**src/rtl/grant_decoder_3to8_pkg.sv**
```systemverilog
// Shared encodings and widths for the 3-to-8 grant decoder.
package grant_pkg;

  localparam int IDX_W = 3;
  localparam int GNT_W = 8;

  localparam logic [1:0] ST_IDLE  = 2'd0;
  localparam logic [1:0] ST_GRANT = 2'd1;
  localparam logic [1:0] ST_GAP   = 2'd2;

endpackage

```
**src/rtl/grant_decoder_3to8_dec.sv**
```systemverilog
// Combinational index-to-one-hot decoder feeding the grant register.
module dec_3to8
  import grant_pkg::*;
(
  input  logic [IDX_W-1:0] idx,
  output logic [GNT_W-1:0] onehot
);

  always_comb begin
    onehot      = '0;
    onehot[idx] = 1'b1;
  end

endmodule

```
**src/rtl/grant_decoder_3to8.sv**
```systemverilog
// Registered 3-to-8 grant decoder: valid/ready index intake, one-hot grant
// held until release or HOLD_MAX, then a GAP-cycle idle window.
module grant_decoder_3to8
  import grant_pkg::*;
#(
  parameter int HOLD_MAX = 8,
  parameter int GAP      = 1
) (
  input  logic             clk,
  input  logic             rst_n,
  input  logic             in_valid,
  output logic             in_ready,
  input  logic [IDX_W-1:0] in_idx,
  // "release" is a reserved word, hence the suffix
  input  logic             release_req,
  output logic [GNT_W-1:0] y,
  output logic             busy,
  output logic             timeout
);

  localparam int CNT_MAX = (HOLD_MAX > GAP) ? HOLD_MAX : GAP;
  localparam int CNT_W   = $clog2(CNT_MAX + 1);

  localparam logic [CNT_W-1:0] HOLD_C = CNT_W'(HOLD_MAX);
  localparam logic [CNT_W-1:0] GAP_C  = CNT_W'(GAP);
  localparam logic [CNT_W-1:0] ONE_C  = CNT_W'(1);

  // With GAP=0 the grant returns straight to IDLE.
  localparam logic [1:0]       END_ST  = (GAP > 0) ? ST_GAP : ST_IDLE;
  localparam logic [CNT_W-1:0] END_CNT = (GAP > 0) ? ONE_C : '0;

  logic [1:0]       state;
  logic [CNT_W-1:0] cnt;
  logic [GNT_W-1:0] dec_y;

  dec_3to8 u_dec (
    .idx    (in_idx),
    .onehot (dec_y)
  );

  assign in_ready = (state == ST_IDLE);
  assign busy     = (state != ST_IDLE);

  always_ff @(posedge clk or negedge rst_n) begin
    if (!rst_n) begin
      state   <= ST_IDLE;
      y       <= '0;
      cnt     <= '0;
      timeout <= 1'b0;
    end else begin
      timeout <= 1'b0;
      case (state)
        ST_IDLE: begin
          if (in_valid) begin
            y     <= dec_y;
            cnt   <= ONE_C;
            state <= ST_GRANT;
          end
        end
        ST_GRANT: begin
          // Release wins over the hold limit in the final cycle.
          if (release_req || (cnt == HOLD_C)) begin
            y       <= '0;
            cnt     <= END_CNT;
            state   <= END_ST;
            timeout <= !release_req;
          end else begin
            cnt <= cnt + ONE_C;
          end
        end
        ST_GAP: begin
          if (cnt >= GAP_C) begin
            cnt   <= '0;
            state <= ST_IDLE;
          end else begin
            cnt <= cnt + ONE_C;
          end
        end
        default: begin
          y     <= '0;
          cnt   <= '0;
          state <= ST_IDLE;
        end
      endcase
    end
  end

endmodule

```
**config.mk**
```make
export PLATFORM = sky130hd
export DESIGN_NAME = grant_decoder_3to8
export DESIGN_NICKNAME = d
export VERILOG_FILES = /design/src/rtl/grant_decoder_3to8_pkg.sv /design/src/rtl/grant_decoder_3to8_dec.sv /design/src/rtl/grant_decoder_3to8.sv
export SDC_FILE = /design/constraint.sdc
export NUM_CORES = 1
export LEC_CHECK = 0
export BUFFER_PORTS_ARGS = -buffer_cell sky130_fd_sc_hd__buf_2
export CAP_MARGIN = 20
export CORE_MARGIN = 10
export CORE_UTILIZATION = 51
export DETAILED_ROUTE_END_ITERATION = 7
export MAX_ROUTING_LAYER = met4
export PLACE_DENSITY = 0.84
export REMOVE_ABC_BUFFERS = 1
export SYNTH_ARGS = -nofsm -noshare
export SYNTH_HDL_FRONTEND = slang
export SYNTH_SLANG_ARGS = --single-unit
```
**constraint.sdc**
```tcl
create_clock -name clk -period 2.1 [get_ports clk]
set_input_delay 0.21 -clock clk [delete_from_list [all_inputs] [get_ports clk]]
set_output_delay 0.21 -clock clk [all_outputs]
set_load 0.01 [all_outputs]
```
## After elaboration in Yosys (flattened, before gate mapping)

Index checks and enable logic that the tools add are counted.

| cells by class | value |
|---|---|
| add/sub/neg operators | 1 |
| magnitude comparators | 3 |
| eq/ne operators | 6 |
| mux-type cells | 15 |
| bitwise gates (word level) | 1 |
| reductions and logical operators | 7 |

Operators by type and width:

| operator | count |
|---|---|
| $pmux 8 s3 | 1 |
| $mux 8 | 2 |
| $mux 4 | 3 |
| $pmux 4 s3 | 1 |
| $mux 2 | 3 |
| $ne 2x2->1 const B | 3 |
| $pmux 2 s3 | 1 |
| $reduce_and 3->1 | 2 |
| $add 4x1->4 const B | 1 |
| $eq 4x4->1 const B | 1 |
| $ge 4x1->1 const B | 1 |
| $lt 3x4->1 const B | 1 |
| $demux 1 s3 | 1 |
| $ge 3x1->1 const B | 1 |
| $mux 1 | 3 |
| $eq 2x1->1 const B | 1 |
| $eq 2x2->1 const B | 1 |
| $logic_not 2->1 | 1 |
| $reduce_bool 2->1 | 1 |
| $logic_and 1x1->1 | 1 |
| $logic_not 1->1 | 1 |
| $logic_or 1x1->1 | 1 |
| $not 1->1 | 1 |

| storage, ports and cells | value |
|---|---|
| bits in registers | 15 |
| output and inout bits | 11 |
| word-level logic and storage cells | 37 |

## Logic depth before layout (Yosys ltp)

Gate-level depths: netlist of run 1.

| logic depth | value |
|---|---|
| depth in word-level cells | 6 |
| mapped depth | 7 |
| mapped depth without buffers | 6 |

## Cells and area by module

Synthesis of run 1 repeated with hierarchy kept, for this count alone.

| unflattened totals | value |
|---|---|
| cells, all modules | 83 |
| area, all modules | 852.1 um^2 |

By module, submodules not included:

| module | instances | cells an instance | area an instance (um^2) | sequential area each (um^2) |
|---|---|---|---|---|
| grant_decoder_3to8 | 1 | 75 | 787.0 | 375.4 |
| dec_3to8 | 1 | 8 | 65.1 | 0.0 |

## Worst setup path after synthesis of run 1

Ideal clock, no wire load.

| path | value |
|---|---|
| kind | reg-to-reg |
| from | reg state[1] |
| to | reg y[0] |
| library setup time | 0.110 ns |
| arrival | 1.366 ns |
| required time | 1.990 ns |
| setup slack | 0.624 ns |
| stages on the path, launching flop included | 7 |
| path buffers | 2 |
| period minus slack after synthesis | 1.476 ns |
| path through | dfrtp_1 > buf_6 > or3b_4 > o22ai_4 > buf_6 > nand2_1 > o41ai_1 |

| on the way | value |
|---|---|
| word-level cells in the longest chain between the ends | 3 |
| elaborated cells between the ends (all ways) | 8 |
| classes of those cells | eq/ne: 4; mux: 1; bitwise: 1; reduce/logical: 2 |

Ends and longest elaborated chain:

| what | line | source |
|---|---|---|
| start, declared | grant_decoder_3to8.sv:32 | `logic [1:0] state;` |
| start signal, assigned | grant_decoder_3to8.sv:46 | `state <= ST_IDLE;` |
| start signal, assigned | grant_decoder_3to8.sv:57 | `state <= ST_GRANT;` |
| start signal, assigned | grant_decoder_3to8.sv:65 | `state <= END_ST;` |
| $eq 2x1->1 (tied with other cells) | grant_decoder_3to8.sv:52 | `case (state)` |
| $ne 2x2->1 (no source line) or $not 1->1 (tied branches) | -- |  |
| $reduce_and 3->1 (no source line) | -- |  |
| end signal, assigned | grant_decoder_3to8.sv:55 | `y <= dec_y;` |
| end, declared | grant_decoder_3to8.sv:16 | `output logic [GNT_W-1:0] y,` |

Parallel ways exist; a longest one is shown, timed or not.
A chain may end at the register's enable or synchronous reset.

## Worst setup path in the final report of run 1

| path | value |
|---|---|
| from | reg state[0] |
| to | reg y[4] |

Same word-level chain as after synthesis.

==> results of run 1 <==
[power by group through the flow]
| stage | combinational (mW) | sequential (mW) | clock [mW] |
|---|---|---|---|
| final | 0.411 | 0.439 | 0.166 |
| after global routing | 0.471 | 0.452 | 0.188 |
| after CTS | 0.419 | 0.439 | 0.172 |
| after detailed placement | 0.417 | 0.446 | 0 |
| after global placement | 0.410 | 0.441 | 0 |
| after floorplan | 0.274 | 0.445 | 0 |
[path summary, 6_finish.rpt]
kind	end	slack, ns
setup / recovery	y[4]$_DFFE_PN0P_	0.45
hold / removal	y[0]$_DFFE_PN0P_	0.14
setup reg to reg	y[4]$_DFFE_PN0P_	0.45
hold reg to reg	y[1]$_DFFE_PN0P_	0.48
max in group asynchronous	cnt[0]$_DFFE_PN0P_	1.51
min in group asynchronous	y[7]$_DFFE_PN0P_	0.34
[final cells by class]
cell class	count	area, µm²	area share
clock buffer	3	22.5	0.0254
tap	16	20.0	0.0226
clock inverter	1	5.00	0.00565
multi-input combinational	50	349	0.394
inverter	5	18.8	0.0212
timing repair buffer	18	95.1	0.107
sequential	15	375	0.424
[registers in the layout, indices dropped and copies added (netlist names)]
signal	count
state	2
y	8
cnt	4
timeout	1
[cell families (layout without fill, tap and decap cells)]
family / Yosys count / after routing / share of synthesized area
AO/OA/AOI/OAI: 20 / 20 / 0.209
XOR/XNOR: 1 / 1 / 0.0113
adder cells (fa/ha/maj): 3 / 3 / 0.0483
buffers and inverters: 8 / 27 / 0.0676
flip-flops: 15 / 15 / 0.483
AND/OR/NAND/NOR: 26 / 26 / 0.180
[cells in the mapped netlist]
master and n:
o21bai_1 1, o21ai_0 2, or3_2 1, a22o_1 3, buf_6 3, o41ai_1 2
dfrtp_1 15, nor3_1 1, a31oi_1 2, and3b_1 1, nor2b_1 1, or3b_4 1
inv_1 5, or2b_1 1, o22ai_4 1, nand2_1 10, o31ai_1 6, nand3_1 1
a2111oi_0 1, a21o_1 2, nor2_1 4, ha_1 3, nor4b_1 1, xnor2_1 1
nand2b_1 2, nand3b_1 2
[placed cells by master, fill, tap and decap left out, types with 2 or more instances in the layout]
master     n
a22o_1     3
o21ai_0    2
a21o_1     2
inv_1      5
clkbuf_4   3
nand2_1   10
o41ai_1    2
ha_1       3
nand3b_1   2
nor2_1     4
o31ai_1    6
nand2b_1   2
a31oi_1    2
dfrtp_1   15
buf_2     17
[worst reg2reg max path, delay by kind of cell (launching register included)]
kind | cells | cell delay, ns
simple gates | 2 | 0.56
flops | 1 | 0.54
compound gates | 2 | 0.43
[stage by stage]
step	instances	area, µm²	power (mW)
2_1_floorplan	70	743	0.720
3_3_place_gp	103	848	0.851
3_5_place_dp	103	848	0.863
4_1_cts	108	886	1.03
5_1_grt	108	886	1.11
6_report	108	886	1.02
[layer usage]
metal  wire length [µm]  share of wire  track usage
met5                  0              0            -
met4                 11         0.0071       0.0492
met3                111          0.072       0.0451
met2                694           0.45        0.144
met1                724           0.47        0.118
[what timing repair did]
action	CTS	global route
endpoints found under the setup margin	0	0
resized for setup	0	0
endpoints found under the hold margin	15	0
hold buffers	1	0
==> metrics.cfg, run 1 <==
[clocking]
cts_tree=done
root_buffer=clkbuf_4
clock_latency_ns=0.29
postCtsSetupRepairBufs=0
clkTransAtPathRegs_ns=0.10
numCtsBuffers=3
clk_path_buf_depth=2
cts.sinks=15
htree_levels=1

[synthesis]
synth_top_cell_area_share=0.483
avgSynthCellArea_um2=10.6
synth_area_um2=777
synth.top_cells.by_area=dfrtp_1 48%, o31ai_1 5.8%, ha_1 4.8%
yosysUniqueCellTypes=26
yosysTopAreaCell=dfrtp_1
ys_seq_area_frac=0.483
synth-seq-cells=15
ys.warnings.count=0
synthCells=73

[drt]
vias=581
drtPass1Iterations=4
ant_nets=0
wl_per_cell_um=14.3
drtIter0Drc=9
drc=0
viasPerCell=5.38
drt_wl_total_um=1540

[global_routing]
grt_pass1_wl_um=2700
grtUsageTotal=0.101
grt-ovfl-total=0
antenna_found_initial=0
grt_max_degree=17
grt_pass1_vias=590

[worst_setup_path]
cp_top_family=simple AND/OR/NAND/NOR gates
startpoint_type=flop
critPathRequiredTime_ns=2.27
crit_buf_inv=0
worstPathArrival_ns=1.83
cp.depth=4
critPathLaunch=state[0]$_DFFE_PN0P_
reg2reg_depth=4
worstSetupEndpointType=flop
max_stage_delay_ns=0.54
crit_chain=or3b_4 > o22ai_4 > nand2_1 > o41ai_1
critPathSlowestCell=dfrtp_1
r2r-start=state[0]$_DFFE_PN0P_
critPathMaxFanout=16
crit_type=flop to flop

[placed_design]
dp_hpwl_um=1190
portBuffers=17
pre_cts_ws_ns=0.472
gp_congestion=0.851

[worst_hold_path]
whs_path_depth=2
hold_start=in_idx[1]
hold_path_class=input port to flop

[floorplan]
io_pins=18
start_util=0.528
die_w_um=59.0
core-area_mm2=0.00147
die_h_um=59.0
die-area_mm2=0.00348
rows=14

[timing]
slew_violations=0
worst_slew_margin_rel=0.686
period_minus_slack_ns=1.65
finalSetupTns_ns=0
hold_violations=0
fin_worst_skew_ns=0.00913
holdWs_ns=0.145
grt_setup_unrepaired=false
fin_crit_sh=0.788
worst_pin_slew_ns=0.467
setup_violations=0
fin_ws_ns=0.445
clock.fmax_mhz=604

[outcome]
status=finished, final reports clean

[layout]
n_antenna_cell=0
fillers=132
drive_gt1_frac=0.261
final_core_util=0.602
nets=103
area_growth_pct=14.0

[power_and_ir_drop]
max-vdd-ir-drop_v=0.000761
cellInternalPower_uw=605
comb_power_share=0.405
swShare=0.404
pwr-share-seq=0.432
pwr-share-clk=0.163
leakage_nw=0.448
switching_power_uw=411
powerDensity_mw_per_mm2=1150

[flow_run]
drv_cap=0

No activity file was read; power rests on OpenSTA's default activity.
==> run 2: changes to the inputs <==
--- a/config.mk
+++ b/config.mk
@@ -5,10 +5,11 @@
 export SDC_FILE = /design/constraint.sdc
 export NUM_CORES = 1
 export LEC_CHECK = 0
+export ABC_AREA = 1
 export BUFFER_PORTS_ARGS = -buffer_cell sky130_fd_sc_hd__buf_2
 export CAP_MARGIN = 20
 export CORE_MARGIN = 10
-export CORE_UTILIZATION = 51
+export CORE_UTILIZATION = 52
 export DETAILED_ROUTE_END_ITERATION = 7
 export MAX_ROUTING_LAYER = met4
 export PLACE_DENSITY = 0.84
==> constraint.sdc (replaced) <==
create_clock -name clk -period 1.6 [get_ports clk]
set_input_delay 0.16 -clock clk [delete_from_list [all_inputs] [get_ports clk]]
set_output_delay 0.16 -clock clk [all_outputs]
set_load 0.01 [all_outputs]
==> metrics.cfg, run 2 <==
[layout]
mostFrequentLayoutCells=25 x nand2_1, 17 x buf_2, 15 x dfrtp_1
largest_reg_flops=8  ; unchanged
fillers=139  ; +5.3%
nets=132  ; +28%
final_core_util=0.651  ; +0.0489
largest-register=y
n_antenna_cell=0  ; unchanged
area_growth_pct=14.7
largest_registers=y: 8 flops, cnt: 4 flops, state: 2 flops
layout_commonest_cell=nand2_1
drive_gt1_frac=0.355  ; +0.0945

[drt]
drc=0  ; unchanged
drtPass1Iterations=5  ; +1
drtIter0Drc=25  ; +16
wl_per_cell_um=12.1  ; -15%
viasPerCell=5.12  ; -4.8%
ant_nets=0  ; unchanged
drt_wl_total_um=1650  ; +7.3%
vias=702  ; +21%

[floorplan]
start_util=0.567  ; +0.0393
die_h_um=61.0  ; +3.4%
rows=14  ; unchanged
die-area_mm2=0.00372  ; +6.8%
io_pins=18  ; unchanged
die_w_um=61.0  ; +3.4%
core-area_mm2=0.00154  ; +4.8%

[global_routing]
grt_pass1_vias=645  ; +9.3%
grt_max_degree=17  ; unchanged
grt-ovfl-total=0  ; unchanged
grt_pass1_wl_um=2620  ; -3.0%
grtUsageTotal=0.0942  ; -0.00688
antenna_found_initial=0  ; unchanged

[power_and_ir_drop]
leakage_nw=0.551  ; +23%
max-vdd-ir-drop_v=0.00105  ; +38%
powerDensity_mw_per_mm2=1600  ; +40%

[timing]
setup_violations=0  ; unchanged
slew_violations=0  ; unchanged
finalSetupTns_ns=0  ; unchanged
hold_violations=0  ; unchanged
worst_slew_margin_rel=0.781  ; +0.0948
worst_pin_slew_ns=0.329  ; -0.139 ns
fin_crit_sh=0.885  ; +0.0968
clock.fmax_mhz=706  ; +17%
fin_worst_skew_ns=0.00456  ; -0.00456 ns
grt_setup_unrepaired=false
period_minus_slack_ns=1.42  ; -0.239 ns

[worst_setup_path]
r2r-start=cnt[1]$_DFFE_PN0P_
critPathRequiredTime_ns=1.82  ; -0.45 ns
crit_type=flop to flop
critPathMaxFanout=16  ; unchanged
startpoint_type=flop
reg2reg_depth=7  ; +3
r2r_slack_ns=0.18  ; -0.26 ns
worstPathArrival_ns=1.63  ; -0.20 ns
rr_endpoint=y[0]$_DFFE_PN0P_
worstSetupEndpointType=flop

[synthesis]
synth_common_cells=25 x nand2_1, 15 x dfrtp_1, 10 x inv_1, 8 x o21ai_2, 7 x nand3_1
synth-simple-area-share=0.306  ; +0.126
synth_compound_area_frac=0.122  ; -0.0877
avgSynthCellArea_um2=8.83  ; -17%
synth_top_cell_area_share=0.429  ; -0.0539
ys_seq_area_frac=0.429  ; -0.0539
synth_xor_xnor_area_share=0.0100  ; -0.00126
synthCells=99  ; +36%
yosysMostFrequentCell=nand2_1
ys.warnings.count=0  ; unchanged
synth-adder-area-share=0.0429  ; -0.00539
ys.flop_type=dfrtp_1
synth_top_family_by_area=simple AND/OR/NAND/NOR gates
yosysUniqueCellTypes=23  ; -12%
synth_area_um2=875  ; +13%
yosysTopAreaCell=dfrtp_1
synth-seq-cells=15  ; unchanged
synth.top_cells.by_area=dfrtp_1 43%, nand2_1 11%, o21ai_2 8.0%
synthMuxAreaShare=0  ; unchanged
synth-edff-count=0  ; unchanged
postSynth.asyncResetShare=1.00  ; unchanged

[clocking]
root_buffer=clkbuf_4
htree_levels=1  ; unchanged
clkTransAtPathRegs_ns=0.09  ; about the same
clk_path_buf_depth=2  ; unchanged
numCtsBuffers=3  ; unchanged
postCtsHoldBufs=1  ; unchanged
postCtsResizedCells=0  ; unchanged
postCtsSetupRepairBufs=0  ; unchanged
cts_tree=done
clock_latency_ns=0.28  ; about the same
cts.sinks=15  ; unchanged

[worst_hold_path]
hold_path_class=input port to flop
whs_endpoint=timeout$_DFF_PN0_
hold_start=release_req
whs_path_depth=2  ; unchanged

[outcome]
status=finished, final reports clean

[placed_design]
portBuffers=17  ; unchanged
gp_congestion=0.809  ; -5.0%
dp_hpwl_um=1340  ; +13%

[flow_run]
drv_cap=0  ; unchanged

==> run 2: changes by cell type after synthesis, sizes merged, moves of 3 or more <==
cell and delta:
a22o -3, o31ai -5, nand3 +7, nor2 +7
nand2 +18, inv +10, o21ai +9
==> run 2: through the flow <==
step	cells	total power, mW	hold WS, ns	setup WS (ns)	cell area [µm²]
floorplan	98	1.17	-0.136	0.244	855
global placement	132	1.37	0.0766	0.240	967
detailed placement	132	1.40	0.0798	0.191	967
CTS	137	1.63	0.0580	0.172	1000
global route	137	1.73	0.0543	0.0434	1000
finish	137	1.61	0.0693	0.184	1000
==> run 2: cells by family (layout without fill, tap and decap cells) <==
group / after synthesis / in the layout
and+or+nand+nor: 50 / 50
buffers and inverters: 16 / 38
DFF: 15 / 15
AOI/OAI and AO/OA: 14 / 14
adders and majority gates: 3 / 3
xor gates and xnor gates: 1 / 1
==> run 2: critical path, cell delays in order, from the launching register on <==
cell,delay [ns]
dfrtp_1,0.40
inv_1,0.09
ha_1,0.21
nand3_1,0.14
nand3_2,0.12
nand2_4,0.23
nand2_1,0.10
o21ai_2,0.07
==> run 2: layer usage <==
metal  track usage  vias to the layer above  wire length (µm)
met5             -                        -                 0
met2         0.138                       35               721
met4        0.0564                        0                22
li1              -                      364                 -
met3        0.0267                        2               137
met1         0.112                      301               772
==> run 2: layout make-up <==
type / instances / area (µm²) / share of cell area
multi-input combinational: 68 / 420 / 0.419
sequential: 15 / 375 / 0.374
timing repair buffer: 19 / 103 / 0.102
inverter: 15 / 58.8 / 0.0586
clock buffer: 4 / 26.3 / 0.0262
tap: 16 / 20.0 / 0.0200
==> run 2: worst max path at each step <==
stage                       startpoint                to  slack, ns  cells after the start
finish              cnt[1]$_DFFE_PN0P_  y[0]$_DFFE_PN0P_       0.18                      7
global route        cnt[1]$_DFFE_PN0P_  y[0]$_DFFE_PN0P_       0.04                      7
CTS                 cnt[1]$_DFFE_PN0P_  y[6]$_DFFE_PN0P_       0.17                      7
detailed placement  cnt[1]$_DFFE_PN0P_  y[6]$_DFFE_PN0P_       0.19                      7
global placement    cnt[1]$_DFFE_PN0P_  y[6]$_DFFE_PN0P_       0.24                      7
floorplan           cnt[0]$_DFFE_PN0P_  y[0]$_DFFE_PN0P_       0.24                      7
==> run 2: report_power, final <==
part / switching, mW / internal, mW
sequential: 0.0875 / 0.474
combinational: 0.550 / 0.281
clock: 0.121 / 0.0969
